## src/rtl/pwm_pkg.sv

```systemverilog
// Shared constants and types for the 16-output PWM peripheral.
// Optional build macro PWM_DUTY_SHADOW_EN is consumed by pwm_peripheral.
package pwm_pkg;

  localparam int unsigned DIV_DEFAULT = 12;
  localparam int unsigned PWM_CNT_W   = 8;
  localparam int unsigned NUM_OUT     = 16;
  localparam int unsigned EN_BYTE_W   = 8;

  typedef logic [PWM_CNT_W-1:0] pwm_cnt_t;

  localparam pwm_cnt_t DUTY_FULL = 8'hFF;

  // Prescaler width able to hold 0..div; never narrower than one bit.
  function automatic int unsigned presc_width(input int unsigned div);
    return (div == 0) ? 1 : 32'($clog2(div + 1));
  endfunction

endpackage

```

## src/rtl/pwm_if.sv

```systemverilog
// Register-file side of the PWM peripheral: enable bytes and shared duty value.
interface pwm_if;
  import pwm_pkg::*;

  logic [EN_BYTE_W-1:0] en_reg_out_7_0;
  logic [EN_BYTE_W-1:0] en_reg_out_15_8;
  logic [EN_BYTE_W-1:0] en_reg_pwm_7_0;
  logic [EN_BYTE_W-1:0] en_reg_pwm_15_8;
  pwm_cnt_t             pwm_duty_cycle;

  modport master (
    output en_reg_out_7_0,
    output en_reg_out_15_8,
    output en_reg_pwm_7_0,
    output en_reg_pwm_15_8,
    output pwm_duty_cycle
  );

  modport slave (
    input en_reg_out_7_0,
    input en_reg_out_15_8,
    input en_reg_pwm_7_0,
    input en_reg_pwm_15_8,
    input pwm_duty_cycle
  );
endinterface

```

## src/rtl/pwm_timebase.sv

```systemverilog
// Prescaler plus 8-bit period counter; flags the last clk of every PWM period.
module pwm_timebase
  import pwm_pkg::*;
#(
  parameter int unsigned DIV = DIV_DEFAULT
) (
  input  logic     clk,
  input  logic     rst_n,
  output pwm_cnt_t pwm_cnt,
  output logic     period_start
);

  localparam int unsigned        PRE_W    = presc_width(DIV);
  localparam logic [PRE_W-1:0]   PRE_LAST = PRE_W'(DIV);
  localparam pwm_cnt_t           CNT_LAST = '1;

  logic [PRE_W-1:0] pre_q;
  logic [PRE_W-1:0] pre_d;
  pwm_cnt_t         cnt_d;
  logic             tick_c;

  always_comb begin
    tick_c = (pre_q == PRE_LAST);
    pre_d  = tick_c ? '0 : pre_q + PRE_W'(1);
    cnt_d  = tick_c ? pwm_cnt + PWM_CNT_W'(1) : pwm_cnt;
  end

  // period_start is registered from next-state values so it coincides with tick at cnt 255.
  always_ff @(posedge clk) begin
    if (!rst_n) begin
      pre_q        <= '0;
      pwm_cnt      <= '0;
      period_start <= 1'b0;
    end else begin
      pre_q        <= pre_d;
      pwm_cnt      <= cnt_d;
      period_start <= (pre_d == PRE_LAST) && (cnt_d == CNT_LAST);
    end
  end

endmodule

```

## src/rtl/pwm_peripheral.sv

```systemverilog
// 16-output static/PWM driver sharing one duty value and one period counter.
// Define PWM_DUTY_SHADOW_EN to latch the duty only at period boundaries.
module pwm_peripheral
  import pwm_pkg::*;
#(
  parameter int unsigned DIV = DIV_DEFAULT
) (
  input  logic               clk,
  input  logic               rst_n,
  pwm_if.slave               regs,
  output logic [NUM_OUT-1:0] out,
  output logic               period_start
);

  pwm_cnt_t           pwm_cnt;
  pwm_cnt_t           duty_eff;
  logic [NUM_OUT-1:0] en_out_c;
  logic [NUM_OUT-1:0] en_pwm_c;
  logic [NUM_OUT-1:0] out_d;
  logic               pwm_sig_c;

  pwm_timebase #(.DIV(DIV)) u_timebase (
    .clk          (clk),
    .rst_n        (rst_n),
    .pwm_cnt      (pwm_cnt),
    .period_start (period_start)
  );

`ifdef PWM_DUTY_SHADOW_EN
  pwm_cnt_t duty_shadow;

  // Loaded on the last clk of a period so the new duty starts cleanly at cnt 0.
  always_ff @(posedge clk) begin
    if (!rst_n) begin
      duty_shadow <= '0;
    end else if (period_start) begin
      duty_shadow <= regs.pwm_duty_cycle;
    end
  end

  assign duty_eff = duty_shadow;
`else
  assign duty_eff = regs.pwm_duty_cycle;
`endif

  // 0xFF is forced fully on; otherwise high while the counter is below duty.
  always_comb begin
    en_out_c  = {regs.en_reg_out_15_8, regs.en_reg_out_7_0};
    en_pwm_c  = {regs.en_reg_pwm_15_8, regs.en_reg_pwm_7_0};
    pwm_sig_c = (duty_eff == DUTY_FULL) || (pwm_cnt < duty_eff);
    out_d     = en_out_c & (~en_pwm_c | {NUM_OUT{pwm_sig_c}});
  end

  always_ff @(posedge clk) begin
    if (!rst_n) begin
      out <= '0;
    end else begin
      out <= out_d;
    end
  end

endmodule

```

## src/flat_wrapper.sv

```systemverilog
// flat-port wrapper written by rule: the top's interface ports become plain ports
module pwm_peripheral_flat import pwm_pkg::*;
#(
  parameter int unsigned DIV = DIV_DEFAULT
)
  (clk, rst_n, out, period_start, regs_en_reg_out_7_0, regs_en_reg_out_15_8, regs_en_reg_pwm_7_0, regs_en_reg_pwm_15_8, regs_pwm_duty_cycle);
  pwm_if regs_i ();
  input  logic clk;
  input  logic rst_n;
  output logic [NUM_OUT-1:0] out;
  output logic period_start;
  input wire logic [$bits(regs_i.en_reg_out_7_0)-1:0] regs_en_reg_out_7_0;
  input wire logic [$bits(regs_i.en_reg_out_15_8)-1:0] regs_en_reg_out_15_8;
  input wire logic [$bits(regs_i.en_reg_pwm_7_0)-1:0] regs_en_reg_pwm_7_0;
  input wire logic [$bits(regs_i.en_reg_pwm_15_8)-1:0] regs_en_reg_pwm_15_8;
  input wire logic [$bits(regs_i.pwm_duty_cycle)-1:0] regs_pwm_duty_cycle;
  assign regs_i.en_reg_out_7_0 = regs_en_reg_out_7_0;
  assign regs_i.en_reg_out_15_8 = regs_en_reg_out_15_8;
  assign regs_i.en_reg_pwm_7_0 = regs_en_reg_pwm_7_0;
  assign regs_i.en_reg_pwm_15_8 = regs_en_reg_pwm_15_8;
  assign regs_i.pwm_duty_cycle = regs_pwm_duty_cycle;
  pwm_peripheral #(.DIV(DIV)) u_core (.clk(clk), .rst_n(rst_n), .regs(regs_i), .out(out), .period_start(period_start));
endmodule
```

## config.mk

```make
export PLATFORM = sky130hd
export DESIGN_NAME = pwm_peripheral_flat
export DESIGN_NICKNAME = d
export VERILOG_FILES = /design/src/rtl/pwm_pkg.sv /design/src/rtl/pwm_if.sv /design/src/rtl/pwm_timebase.sv /design/src/rtl/pwm_peripheral.sv /design/src/flat_wrapper.sv
export SDC_FILE = /design/constraint.sdc
export NUM_CORES = 1
export LEC_CHECK = 0
export ABC_AREA = 1
export BUFFER_PORTS_ARGS = -buffer_cell sky130_fd_sc_hd__buf_2
export CAP_MARGIN = 20
export CORE_ASPECT_RATIO = 0.5
export CORE_UTILIZATION = 53
export DETAILED_ROUTE_END_ITERATION = 12
export PLACE_DENSITY_LB_ADDON = 0.05
export SKIP_CTS_REPAIR_TIMING = 1
export SYNTH_ARGS = -nofsm -noshare
export SYNTH_HDL_FRONTEND = slang
export SYNTH_SLANG_ARGS = --single-unit
```

## constraint.sdc

```tcl
create_clock -name clk -period 2.3 [get_ports clk]
set_input_delay 0.345 -clock clk [delete_from_list [all_inputs] [get_ports clk]]
set_output_delay 0.345 -clock clk [all_outputs]
set_load 0.01 [all_outputs]
```

==> Yosys cells after proc, flatten, opt, wreduce, memory -nomap -nowiden <==
Index checks and enable logic that the tools add are counted.
{ "totals": {"ff_bits": 29, "latchBits": 0, "mem_bits_rw": 0, "mem_bits_ro": 0, "in_bits": 42, "out_inout_bits": 17, "n_memories": 0} }
{ "op_classes": {"n_addsub": 2, "multipliers": 0, "div_mod_pow": 0, "magnitude_cmp": 1, "n_eq_ne": 4, "shifts": 0, "mux": 2, "n_bitwise": 3, "n_reduce_logical": 2} }
{ "op_table": {"columns": ["op", "count"], "rows": [
  ["$and A16 B16 Y16", 1],
  ["$eq A8 B8 Y1 const B", 2],
  ["$not A16 Y16", 1],
  ["$or A16 B16 Y16", 1],
  ["$add A8 B1 Y8 const B", 1],
  ["$eq A4 B4 Y1 const B", 2],
  ["$lt A8 B8 Y1", 1],
  ["$mux W8", 1],
  ["$add A4 B1 Y4 const B", 1],
  ["$mux W4", 1],
  ["$logic_and A1 B1 Y1", 1],
  ["$logic_or A1 B1 Y1", 1]
]} }

==> Logic depth before layout (Yosys ltp) <==
{ "depth": {"depth_word": 4, "mapped_depth": 12, "ltp_nobuf": 11} }

==> Hierarchy <==
Synthesis repeated with hierarchy kept, for this count alone.
{ "unflattened": {"hier_cells": 233, "area_unflattened_um2": 1625.3} }
{ "by_module_without_submodules": {"columns": ["module", "n_inst", "cells_each", "area_per_inst_um2"], "rows": [
  ["pwm_peripheral", 1, 136, 954.7],
  ["pwm_timebase", 1, 97, 670.6]
]} }

==> Least setup slack after synthesis <==
No wires, ideal clock.
{ "synth_path": {"path_type": "input -> register", "startpoint": "input regs_pwm_duty_cycle[7]", "endpoint": "register u_core.out[10]", "setup_time_ns": 0.109, "arrival_time_ns": 1.310, "required_time_ns": 2.191, "slack_ns": 0.881, "cell_stages": 9, "n_path_buf": 1, "path_cell_list": "inv_1 > ha_1 > nand2_1 > o21a_1 > nand2_2 > buf_6 > nand3_2 > nand2_1 > inv_1"} }
{ "synth_between": {"elab_chain_cells": 4, "word_cells_on_any_way": 5, "classes_between": "1 x order compare; 1 x eq/ne; 2 x bitwise; 1 x reduce/logical"} }
{ "synth_rtl": {"columns": ["element", "line_no", "rtl"], "rows": [
  ["start, declared", "flat_wrapper.sv:16", "input wire logic [$bits(regs_i.pwm_duty_cycle)-1:0] regs_pwm_duty_cycle;"],
  ["$lt A8 B8 Y1 or $eq A8 B8 Y1 (tied branches)", "pwm_peripheral.sv:50", "pwm_sig_c = (duty_eff == DUTY_FULL) || (pwm_cnt < duty_eff);"],
  ["$logic_or A1 B1 Y1 (*)", "pwm_peripheral.sv:50", null],
  ["$or A16 B16 Y16 (*)", "pwm_peripheral.sv:51", "out_d = en_out_c & (~en_pwm_c | {NUM_OUT{pwm_sig_c}});"],
  ["$and A16 B16 Y16 (*)", "pwm_peripheral.sv:51", null],
  ["end signal, assigned", "pwm_peripheral.sv:58", "out <= out_d;"],
  ["end, declared", "pwm_peripheral.sv:11", "output logic [NUM_OUT-1:0] out,"]
]} }
Mark *: on every way between the ends. The rest lies on a longest branch, timed or not.
A chain may end at the register's enable or synchronous reset.

==> Final worst setup path <==
{ "layout_path": {"startpoint": "register u_core.u_timebase.pwm_cnt[3]", "endpoint": "register u_core.out[0]"} }
{ "layout_between": {"elab_chain_cells": 4} }
{ "layout_rtl": {"columns": ["element", "line_no", "rtl"], "rows": [
  ["start, declared", "pwm_timebase.sv:9", "output pwm_cnt_t pwm_cnt,"],
  ["start signal, assigned", "pwm_timebase.sv:36", "pwm_cnt <= cnt_d;"],
  ["$lt A8 B8 Y1", "pwm_peripheral.sv:50", null],
  ["$logic_or A1 B1 Y1", "pwm_peripheral.sv:50", null],
  ["$or A16 B16 Y16", "pwm_peripheral.sv:51", null],
  ["$and A16 B16 Y16", "pwm_peripheral.sv:51", null]
]} }
Every way passes these cells.

==> flow_summary.yaml <==
pwr:
  vdd_drop_max_mv: 0.327
  total_power_mw: 1.11
  cellPowerDensity_mw_per_mm2: 536
  clockPowerShare_pct: 41.1
  swShare_pct: 23.4
  p_sw_uw: 259
  cellLeakagePower_nw: 1.17
  p_int_uw: 849
  combPwrFrac_pct: 10.9
  p_seq_share_pct: 47.9
cells_and_area:
  seq_area_um2: 581
  area_growth_pct: 25.1
  fillers: 238
  fin_area_mm2: 0.00207
  multi_input_area_um2: 815
  nets: 345
  antenna_cells: 0
  drive_gt1_share_pct: 31.6
synthesis:
  synthTopCellsByCount: "63 x nand2_1, 58 x inv_1, 29 x dfxtp_1"
  ys_ff_latch: 29
  syn_inst: 231
  synth.most_common_cell: "nand2_1"
  async_flop_share_pct: 0
  synth_fa_ha_area_share_pct: 7.58
  synth.area.top_cells: "dfxtp_1 35%, nand2_1 14%, inv_1 13%, nand3_2 9.1%, ha_1 7.6%"
  netlist_area_mm2: 0.00165
  synth_top_family_by_area: "simple AND/OR/NAND/NOR gates"
  yosys.area_share.simple_pct: 36.7
  ys.flop_type: "dfxtp_1"
  synthMuxAreaShare_pct: 0
  synth_top_cell_by_area: "dfxtp_1"
  yosysUniqueCellTypes: 27
  yosysTopAreaCellShare_pct: 35.2
  synth_fp_nets: 283
  synth_xor_xnor_area_share_pct: 1.06
  syn_area_per_cell_um2: 7.15
  seq_area_frac_synth_pct: 35.2
  yosys_warnings: 0
  synth_edf_count: 0
  synth_compound_gate_area_share_pct: 4.02
worst_setup_path:
  criticalPathCategory: "reg2reg"
  critPathMaxFanout: 16
  endpoint_kind: "flop"
  start_kind: "flop"
  cp_data_arrival_time_ns: 1.78
  critPathRequiredTime_ns: 2.48
die:
  die_h_um: 41.5
  io_pins: 59
  die_area_mm2: 0.00336
  num_rows: 13
  initial_core_util_pct: 59.7
  die_w_um: 80.9
  core_mm2: 0.00277
timing:
  setup_viol_count_final: 0
  slew_violations: 0
  rsz0062_at_grt: "no"
  tightest_slew_ns: 0.398
  skew_ns: 0.00467
  finalSetupTns_ns: 0
  relSlewSlack_pct: 73.4
  max_freq_mhz: 624
  period_needed_ns: 1.60
  post-route-period-util_pct: 69.7
  hold_viol: 0
detailed_routing:
  drt-total-wl_um: 3400
  drc: 0
  drt_iter0_drc: 62
  post_drt_via_cell_ratio: 4.71
  drtAntennaViolNets: 0
  vias: 1558
  wl_per_cell_um: 10.3
  firstDrtPassIters: 4
global_route:
  grt_first_pass_wirelength_um: 5900
  grt_pass1_vias: 1469
  grt_max_degree: 21
  grt_overflow: 0
  grt_antenna_before_repair: 0
  grtUsageTotal_pct: 23.1
job:
  drv_cap: 0
run_status:
  status: "finished clean"
cts:
  cts_root_buffer: "clkbuf_8"
  cts_buffers: 5
  htreeDepth: 2
  clk_pin_slew_ns: 0.06
  clockBufferDepth: 2
  cts_tree: "built"
  cts_sinks: 29
  clkLatencyLatePin_ns: 0.28
place:
  dpl-instance-area_mm2: 0.00196
  dp_hpwl_um: 2560
  port_buffers: 58
  gp_congestion: 0.807
min_path:
  min_path_type: "in2reg"
[cells by family after synthesis]
group,count (synthesis)
adder cells (fa/ha/maj),10
flip-flops,29
XOR/XNOR,2
AND/OR/NAND/NOR,114
AO/OA/AOI/OAI,12
buffers and inverters,64
[cells in the final DEF (no fill, tap or decap)]
master    Yosys  routed
o21a_1        1       1
nand3_1       9       9
clkbuf_8      0       7
nor3_1        2       2
o21ai_1       2       2
buf_2         1      58
nand2_1      63      63
nor2_2        1       1
ha_1         10      10
nand3_4       1       1
nor3_2        3       3
nor4_1        2       2
dfxtp_1      29      29
o21ai_2       1       1
inv_2         1       1
clkinv_1      1       1
buf_4         0       1
clkinv_2      0       1
nand4_1       4       4
xnor2_1       1       1
nor2_4        2       2
nor2_1       10      10
xor2_1        1       1
o21ai_0       1       1
a21oi_1       7       7
nand2_2       2       2
nand3_2      15      15
inv_1        58      58
[critical path, stage by stage, from the launching register on]
cell	delay [ns]
dfxtp_1	0.37
ha_1	0.32
nand2_1	0.05
inv_1	0.04
nand2_1	0.05
nand2_1	0.05
nand2_1	0.05
nand2_2	0.31
nand3_1	0.13
nand2_1	0.09
inv_1	0.03
[metrics by stage]
| step | setup slack [ns] | utilization [%] | hold slack, ns | cells |
|---|---|---|---|---|
| 2_1_floorplan | 0.881 | - | 0.478 | 231 |
| 3_3_place_gp | 0.611 | 71.0 | 0.506 | 323 |
| 3_5_place_dp | 0.601 | 71.0 | 0.516 | 323 |
| 4_1_cts | 0.689 | 74.7 | 0.323 | 331 |
| 5_1_grt | 0.548 | 74.7 | 0.322 | 331 |
| 6_report | 0.697 | 74.7 | 0.328 | 331 |
[routing by layer]
layer / track usage (%) / up-vias / wire [um]
met2: 40.7 / 41 / 1640
li1: - / 824 / -
met5: 0 / - / 0
met4: 7.50 / 0 / 19
met3: 7.47 / 4 / 195
met1: 26.3 / 689 / 1540
[flip-flops by register name (all words and copies together) (netlist names)]
signal / cells
u_core.out: 16
u_core.u_timebase.pwm_cnt: 8
u_core.u_timebase.pre_q: 4
u_core.u_timebase.period_start: 1
[worst paths after layout]
check	startpoint	to	slack [ns]	cells past startpoint
worst max register to register	u_core.u_timebase.pwm_cnt[3]$_SDFF_PN0_	u_core.out[0]$_SDFF_PN0_	0.70	10
worst max-delay path	u_core.u_timebase.pwm_cnt[3]$_SDFF_PN0_	u_core.out[0]$_SDFF_PN0_	0.70	10
worst min register to register	u_core.u_timebase.pre_q[0]$_SDFF_PN0_	u_core.u_timebase.pre_q[0]$_SDFF_PN0_	0.51	1
worst min-delay path	regs_en_reg_pwm_7_0[7]	u_core.out[7]$_SDFF_PN0_	0.33	4
[final cells by class]
cell class / instances / share of cell area (%)
tap: 37 / 2.24
timing repair buffer: 59 / 14.4
sequential: 29 / 28.1
clock buffer: 7 / 4.66
inverter: 60 / 10.9
multi-input combinational: 138 / 39.4
clock inverter: 1 / 0.242
[power by group through the flow]
stage / clock network (mW) / registers (mW) / logic (mW)
2_1_floorplan: 0 / 0.550 / 0.0541
3_3_place_gp: 0 / 0.542 / 0.117
3_5_place_dp: 0 / 0.542 / 0.122
4_1_cts: 0.467 / 0.531 / 0.123
5_1_grt: 0.498 / 0.533 / 0.140
6_report: 0.455 / 0.531 / 0.121
Note: power is estimated with default switching activity, not from simulation.
